$ cat src/rtl/redmule_stream_addrgen_if.sv
// Streamer control bundle between the RedMulE scheduler/TCDM streamer (master)
// and one stream-channel address generator (slave).
interface redmule_stream_addrgen_if #(
   parameter int unsigned AW = 32,
   parameter int unsigned LW = 16,
   parameter int unsigned TW = 32
);
   logic          req_start_i;
   logic [AW-1:0] base_addr_i;
   logic [TW-1:0] tot_len_i;
   logic [LW-1:0] d0_len_i;
   logic [AW-1:0] d0_stride_i;
   logic [LW-1:0] d1_len_i;
   logic [AW-1:0] d1_stride_i;
   logic [AW-1:0] d2_stride_i;
   logic [1:0]    dim_enable_1h_i;
   logic          ready_start_o;
   logic          done_o;
   logic          addr_valid_o;
   logic          addr_ready_i;
   logic [AW-1:0] addr_o;
   logic          addr_last_o;

   modport master (
      output req_start_i, base_addr_i, tot_len_i, d0_len_i, d0_stride_i,
             d1_len_i, d1_stride_i, d2_stride_i, dim_enable_1h_i, addr_ready_i,
      input  ready_start_o, done_o, addr_valid_o, addr_o, addr_last_o
   );

   modport slave (
      input  req_start_i, base_addr_i, tot_len_i, d0_len_i, d0_stride_i,
             d1_len_i, d1_stride_i, d2_stride_i, dim_enable_1h_i, addr_ready_i,
      output ready_start_o, done_o, addr_valid_o, addr_o, addr_last_o
   );
endinterface

$ cat src/rtl/redmule_stream_addrgen.sv
// 3D strided address generator for one RedMulE stream channel: latches a descriptor
// on start, emits one address per valid/ready beat, then pulses done for one cycle.
module redmule_stream_addrgen #(
   parameter int unsigned AW = 32,
   parameter int unsigned LW = 16,
   parameter int unsigned TW = 32
) (
   input logic                   clk_i,
   input logic                   rst_i,
   input logic                   clear_i,
   redmule_stream_addrgen_if.slave bus
);
   localparam logic [1:0] IDLE = 2'd0;
   localparam logic [1:0] RUN  = 2'd1;
   localparam logic [1:0] DONE = 2'd2;

   logic [1:0]    state_q, state_d;
   logic [AW-1:0] addr_q, addr_d;
   logic [TW-1:0] beat_cnt_q, beat_cnt_d;
   logic [TW-1:0] tot_len_q, tot_len_d;
   logic [LW-1:0] d0_cnt_q, d0_cnt_d;
   logic [LW-1:0] d1_cnt_q, d1_cnt_d;
   logic [LW-1:0] d0_last_q, d0_last_d;
   logic [LW-1:0] d1_last_q, d1_last_d;
   logic [AW-1:0] d0_stride_q, d0_stride_d;
   logic [AW-1:0] rew1_q, rew1_d;
   logic [AW-1:0] rew2_q, rew2_d;
   logic [1:0]    en_q, en_d;
   logic          last_q, last_d;

   logic [LW-1:0] d0_m1, d1_m1;
   logic [AW-1:0] span0, span1;

   // Zero-length dimensions behave as length one.
   assign d0_m1 = (bus.d0_len_i == '0) ? '0 : bus.d0_len_i - LW'(1);
   assign d1_m1 = (bus.d1_len_i == '0) ? '0 : bus.d1_len_i - LW'(1);
   assign span0 = AW'(d0_m1) * bus.d0_stride_i;
   assign span1 = AW'(d1_m1) * bus.d1_stride_i;

   always_comb begin
      state_d     = state_q;
      addr_d      = addr_q;
      beat_cnt_d  = beat_cnt_q;
      tot_len_d   = tot_len_q;
      d0_cnt_d    = d0_cnt_q;
      d1_cnt_d    = d1_cnt_q;
      d0_last_d   = d0_last_q;
      d1_last_d   = d1_last_q;
      d0_stride_d = d0_stride_q;
      rew1_d      = rew1_q;
      rew2_d      = rew2_q;
      en_d        = en_q;
      last_d      = last_q;

      case (state_q)
         IDLE: begin
            if (bus.req_start_i) begin
               addr_d      = bus.base_addr_i;
               beat_cnt_d  = '0;
               d0_cnt_d    = '0;
               d1_cnt_d    = '0;
               tot_len_d   = bus.tot_len_i;
               d0_last_d   = d0_m1;
               d1_last_d   = d1_m1;
               d0_stride_d = bus.d0_stride_i;
               rew1_d      = bus.d1_stride_i - span0;
               rew2_d      = bus.d2_stride_i - span0 - span1;
               en_d        = bus.dim_enable_1h_i;
               last_d      = (bus.tot_len_i == TW'(1));
               state_d     = (bus.tot_len_i == '0) ? DONE : RUN;
            end
         end
         RUN: begin
            if (bus.addr_ready_i) begin
               beat_cnt_d = beat_cnt_q + TW'(1);
               last_d     = (beat_cnt_q + TW'(1) == tot_len_q - TW'(1));
               if (!en_q[0] || d0_cnt_q != d0_last_q) begin
                  d0_cnt_d = d0_cnt_q + LW'(1);
                  addr_d   = addr_q + d0_stride_q;
               end else begin
                  d0_cnt_d = '0;
                  if (!en_q[1] || d1_cnt_q != d1_last_q) begin
                     d1_cnt_d = d1_cnt_q + LW'(1);
                     addr_d   = addr_q + rew1_q;
                  end else begin
                     d1_cnt_d = '0;
                     addr_d   = addr_q + rew2_q;
                  end
               end
               if (last_q) begin
                  last_d  = 1'b0;
                  state_d = DONE;
               end
            end
         end
         DONE:    state_d = IDLE;
         default: state_d = IDLE;
      endcase

      if (clear_i) begin
         state_d    = IDLE;
         addr_d     = '0;
         beat_cnt_d = '0;
         d0_cnt_d   = '0;
         d1_cnt_d   = '0;
         last_d     = 1'b0;
      end
   end

   always_ff @(posedge clk_i or posedge rst_i) begin
      if (rst_i) begin
         state_q     <= IDLE;
         addr_q      <= '0;
         beat_cnt_q  <= '0;
         tot_len_q   <= '0;
         d0_cnt_q    <= '0;
         d1_cnt_q    <= '0;
         d0_last_q   <= '0;
         d1_last_q   <= '0;
         d0_stride_q <= '0;
         rew1_q      <= '0;
         rew2_q      <= '0;
         en_q        <= '0;
         last_q      <= 1'b0;
      end else begin
         state_q     <= state_d;
         addr_q      <= addr_d;
         beat_cnt_q  <= beat_cnt_d;
         tot_len_q   <= tot_len_d;
         d0_cnt_q    <= d0_cnt_d;
         d1_cnt_q    <= d1_cnt_d;
         d0_last_q   <= d0_last_d;
         d1_last_q   <= d1_last_d;
         d0_stride_q <= d0_stride_d;
         rew1_q      <= rew1_d;
         rew2_q      <= rew2_d;
         en_q        <= en_d;
         last_q      <= last_d;
      end
   end

   assign bus.ready_start_o = (state_q == IDLE);
   assign bus.done_o        = (state_q == DONE);
   assign bus.addr_valid_o  = (state_q == RUN);
   assign bus.addr_o        = addr_q;
   assign bus.addr_last_o   = last_q;
endmodule

$ cat src/flat_wrapper.sv
// flat-port wrapper written by rule: the top's interface ports become plain ports
module redmule_stream_addrgen_flat 
#(
   parameter int unsigned AW = 32,
   parameter int unsigned LW = 16,
   parameter int unsigned TW = 32
)
  (clk_i, rst_i, clear_i, bus_req_start_i, bus_base_addr_i, bus_tot_len_i, bus_d0_len_i, bus_d0_stride_i, bus_d1_len_i, bus_d1_stride_i, bus_d2_stride_i, bus_dim_enable_1h_i, bus_addr_ready_i, bus_ready_start_o, bus_done_o, bus_addr_valid_o, bus_addr_o, bus_addr_last_o);
  redmule_stream_addrgen_if #(.AW(AW), .LW(LW), .TW(TW)) bus_i ();
  input logic clk_i;
  input logic rst_i;
  input logic clear_i;
  input wire logic [$bits(bus_i.req_start_i)-1:0] bus_req_start_i;
  input wire logic [$bits(bus_i.base_addr_i)-1:0] bus_base_addr_i;
  input wire logic [$bits(bus_i.tot_len_i)-1:0] bus_tot_len_i;
  input wire logic [$bits(bus_i.d0_len_i)-1:0] bus_d0_len_i;
  input wire logic [$bits(bus_i.d0_stride_i)-1:0] bus_d0_stride_i;
  input wire logic [$bits(bus_i.d1_len_i)-1:0] bus_d1_len_i;
  input wire logic [$bits(bus_i.d1_stride_i)-1:0] bus_d1_stride_i;
  input wire logic [$bits(bus_i.d2_stride_i)-1:0] bus_d2_stride_i;
  input wire logic [$bits(bus_i.dim_enable_1h_i)-1:0] bus_dim_enable_1h_i;
  input wire logic [$bits(bus_i.addr_ready_i)-1:0] bus_addr_ready_i;
  output wire logic [$bits(bus_i.ready_start_o)-1:0] bus_ready_start_o;
  output wire logic [$bits(bus_i.done_o)-1:0] bus_done_o;
  output wire logic [$bits(bus_i.addr_valid_o)-1:0] bus_addr_valid_o;
  output wire logic [$bits(bus_i.addr_o)-1:0] bus_addr_o;
  output wire logic [$bits(bus_i.addr_last_o)-1:0] bus_addr_last_o;
  assign bus_i.req_start_i = bus_req_start_i;
  assign bus_i.base_addr_i = bus_base_addr_i;
  assign bus_i.tot_len_i = bus_tot_len_i;
  assign bus_i.d0_len_i = bus_d0_len_i;
  assign bus_i.d0_stride_i = bus_d0_stride_i;
  assign bus_i.d1_len_i = bus_d1_len_i;
  assign bus_i.d1_stride_i = bus_d1_stride_i;
  assign bus_i.d2_stride_i = bus_d2_stride_i;
  assign bus_i.dim_enable_1h_i = bus_dim_enable_1h_i;
  assign bus_i.addr_ready_i = bus_addr_ready_i;
  assign bus_ready_start_o = bus_i.ready_start_o;
  assign bus_done_o = bus_i.done_o;
  assign bus_addr_valid_o = bus_i.addr_valid_o;
  assign bus_addr_o = bus_i.addr_o;
  assign bus_addr_last_o = bus_i.addr_last_o;
  redmule_stream_addrgen #(.AW(AW), .LW(LW), .TW(TW)) u_core (.clk_i(clk_i), .rst_i(rst_i), .clear_i(clear_i), .bus(bus_i));
endmodule
$ cat config.mk
export PLATFORM = sky130hd
export DESIGN_NAME = redmule_stream_addrgen_flat
export DESIGN_NICKNAME = d
export VERILOG_FILES = /design/src/rtl/redmule_stream_addrgen_if.sv /design/src/rtl/redmule_stream_addrgen.sv /design/src/flat_wrapper.sv
export SDC_FILE = /design/constraint.sdc
export NUM_CORES = 2
export LEC_CHECK = 0
export ABC_AREA = 1
export BUFFER_PORTS_ARGS = -buffer_cell sky130_fd_sc_hd__buf_2
export CORE_MARGIN = 8
export CORE_UTILIZATION = 60
export CTS_CLUSTER_DIAMETER = 60
export DETAILED_ROUTE_END_ITERATION = 16
export PLACE_DENSITY = 0.79
export SYNTH_ARGS = -nofsm -noshare
export SYNTH_HDL_FRONTEND = slang
export SYNTH_SLANG_ARGS = --single-unit
$ cat constraint.sdc
create_clock -name clk_i -period 22.3 [get_ports clk_i]
set_input_delay 1.115 -clock clk_i [delete_from_list [all_inputs] [get_ports clk_i]]
set_output_delay 1.115 -clock clk_i [all_outputs]
set_load 0.01 [all_outputs]
==> results.tsv <==
stage	metric	value	unit
status	outcome	complete, no violations	
grt	first_global_vias	38130	
yosys	yosys.area_share.adder	38.13	%
clock_tree	clkLatencyLatePin	560	ps
yosys	synth.net_count	6597	
yosys	async_reset_ff_share	100.0	%
clock_tree	cts_hold_repair.buffers	0	
yosys	synth_compound_area_share	8.004	%
clock_tree	cts_tree	done	
sta	setup_viol	0	
floorplan	rows	97	
grt	antenna_found_initial	6	
yosys	yosysUniqueCellTypes	60	
clock_tree	cts_buffers	28	
clock_tree	cts.htree.levels	1	
floorplan	die_y	280.6	um
setup_path	slowest_stage	clkinv_1	
setup_path	critPathKind	in -> reg	
worst_hold_path	hp-class	reg -> reg	
yosys	synthCells	5520	
setup_path	critPathMaxFanout	24	
yosys	synth-seq-cells	261	
setup_path	cp.arrival	13280	ps
detailed_routing	drc	0	
placement	portBuffers	234	
final_layout	num-nets-final	6717	
detailed_routing	vias	37540	
final_layout	utilization	64.38	%
final_layout	finalInstanceArea	44850	um^2
final_layout	syn2layout_area_growth	6.777	%
grt	grt_use_total	33.12	%
yosys	yosys-mux-area-fraction	0.02383	%
final_layout	drive_above_1_share	6.961	%
yosys	ys.flop_type	dfrtp_1	
placement	placed_area	43900	um^2
floorplan	ios	235	
run	max_cap_viol_count	0	
floorplan	core	69660	um^2
sta	rsz0062_at_grt	no	
yosys	synth-xor-area-share	4.173	%
setup_path	start_kind	input pin	
sta	skew	12.42	ps
clock_tree	cts_resized	0	
sta	post-route-min-period	12840	ps
grt	grt_max_degree	109	
detailed_routing	drt_iter0_drc	3557	
grt	gr-total-overflow	0	
clock_tree	cts_root_buffer	clkbuf_16	
setup_path	cpMostUsedCell	fa_1	
yosys	synth_top_family_by_area	adder cells	
sta	period_share	57.57	%
floorplan	dieArea	78730	um^2
sta	hold_violations	0	
final_layout	fin_cells	6605	
detailed_routing	routed_wl	129.9	mm
floorplan	start_util	60.29	%
clock_tree	clock_sinks	261	
final_layout	nFillCells	6193	
clock_tree	cts_buffer_depth	3	
yosys	yosysSeqAreaShare	15.55	%
sta	finalMaxSlewViolations	0	
sta	worst_pin_slew	1154	ps
yosys	synthSimpleGateAreaFrac	22.57	%
grt	grt_pass1_wl	206.2	mm
clock_tree	cts_setup_buffers	0	
setup_path	cpPeakStageDelay	800	ps
placement	gp_congestion	1.000	
setup_path	worstPathRequired	22740	ps
setup_path	crit_path_end_kind	flop	
yosys	synth_edf_count	0	
detailed_routing	via_per_inst	5.683	
sta	max_freq	0.07789	GHz
yosys	avgSynthCellArea	7.609	um^2
floorplan	dieWidth	280.6	um
yosys	synth_area	42000	um^2
detailed_routing	dr.pass1.iters	8	
detailed_routing	antenna_left	0	
clock_tree	path_clk_slew	60	ps
placement	dp_cells	6550	
sta	setup-tns-final	0	ps
sta	maxSlewHeadroom	23.05	%
placement	post-dp-hpwl	105.9	mm
yosys	yosysWarnings	0	
detailed_routing	wire_per_inst	19.67	um
-- per-stage QoR --
stage          hold slack, ps  setup slack [ps]
4_1_cts                 483.2              9531
2_1_floorplan           446.8             10820
3_3_place_gp            459.4              9270
6_report                482.9              9462
5_1_grt                 489.2              8639
3_5_place_dp            467.7              8985
-- synthesized netlist by cell type, drive strengths merged, types with 4 or more instances --
master      n  area [um^2]
nand2    1214         4594
inv      1097         4120
fa        670        13410
nor2      670         2567
o21ai     308         1549
dfrtp     261         6531
ha        208         2603
a21oi     180        900.9
nand3     172        905.9
clkbuf    137        514.2
xor2      125         1102
nand4      71        444.2
xnor2      69        604.3
nor3       68        360.4
or2        34        212.7
a31oi      33        206.5
buf        32        152.6
nor4       28        190.2
o22ai      28        175.2
clkinv     17        63.81
o211ai     17        127.6
o21bai     15        112.6
nand3b     10        75.07
nor3b      10        80.07
a21o        7        52.55
o221ai      7        61.31
a21boi      6        45.05
a211oi      4        30.03
o2111ai     4        35.03
o21a        4        30.03
-- layout by cell type (no fill, tap or decap), types with 124 or more instances in the layout --
cell type  instances
nand2_1         1204
inv_1           1086
fa_1             670
nor2_1           654
o21ai_0          297
dfrtp_1          261
buf_2            234
ha_1             208
a21oi_1          179
nand3_1          162
xor2_1           124
-- sequential cells by signal (all words and copies together) (netlist names) --
name                    flops
u_core.d1_last_q           16
u_core.d0_stride_q         32
u_core.bus.addr_last_o      1
u_core.beat_cnt_q          32
u_core.en_q                 2
u_core.d0_last_q           16
u_core.tot_len_q           32
u_core.d0_cnt_q            16
u_core.rew2_q              32
u_core.bus.addr_o          32
u_core.state_q              2
u_core.rew1_q              32
u_core.d1_cnt_q            16
-- layout make-up --
| cell class | count | area, um^2 | share of cell area [%] |
|---|---|---|---|
| clock inverter | 14 | 142.6 | 0.3180 |
| sequential | 261 | 6531 | 14.56 |
| antenna | 5 | 12.51 | 0.02790 |
| inverter | 1114 | 4192 | 9.346 |
| multi-input combinational | 3976 | 30640 | 68.33 |
| tap | 940 | 1176 | 2.622 |
| timing repair buffer | 259 | 1359 | 3.030 |
| clock buffer | 36 | 792.0 | 1.766 |
-- logic make-up after synthesis --
logic type | count (synthesis)
compound gates | 617
xor+xnor | 196
fa+ha+maj | 878
buf+inv | 1283
flops | 261
mux | 1
simple gates | 2284
-- routing by layer --
metal / wire length [um] / track usage [%]
met1: 51160 / 44.01
met2: 59650 / 53.41
met3: 12970 / 6.269
met4: 6029 / 13.35
met5: 99 / 0.6875
-- worst max-delay path, delay by kind of cell --
kind | cells | cell delay, ps
fa+ha+maj | 15 | 6420
simple gates | 14 | 1880
buf+inv | 13 | 1790
compound gates | 9 | 1610
xor+xnor | 1 | 440
-- final timing paths --
check                           slack, ps                endpoint  cells past startpoint                 from
worst min register to register        480       u_core.rew2_q[16]                      2    u_core.rew2_q[16]
min in group asynchronous             690     u_core.tot_len_q[3]                      2                rst_i
max in group asynchronous           20040  u_core.d0_stride_q[13]                      3                rst_i
worst max register to register      16880   u_core.bus.addr_o[28]                     25  u_core.d0_cnt_q[10]
worst min-delay path                  480       u_core.rew2_q[16]                      2    u_core.rew2_q[16]
worst max-delay path                 9460       u_core.rew2_q[31]                     52      bus_d0_len_i[0]
Power is left out: the tool's default activity adds up to more than one toggle a clock period on the data nets, which glitch-free logic cannot reach.
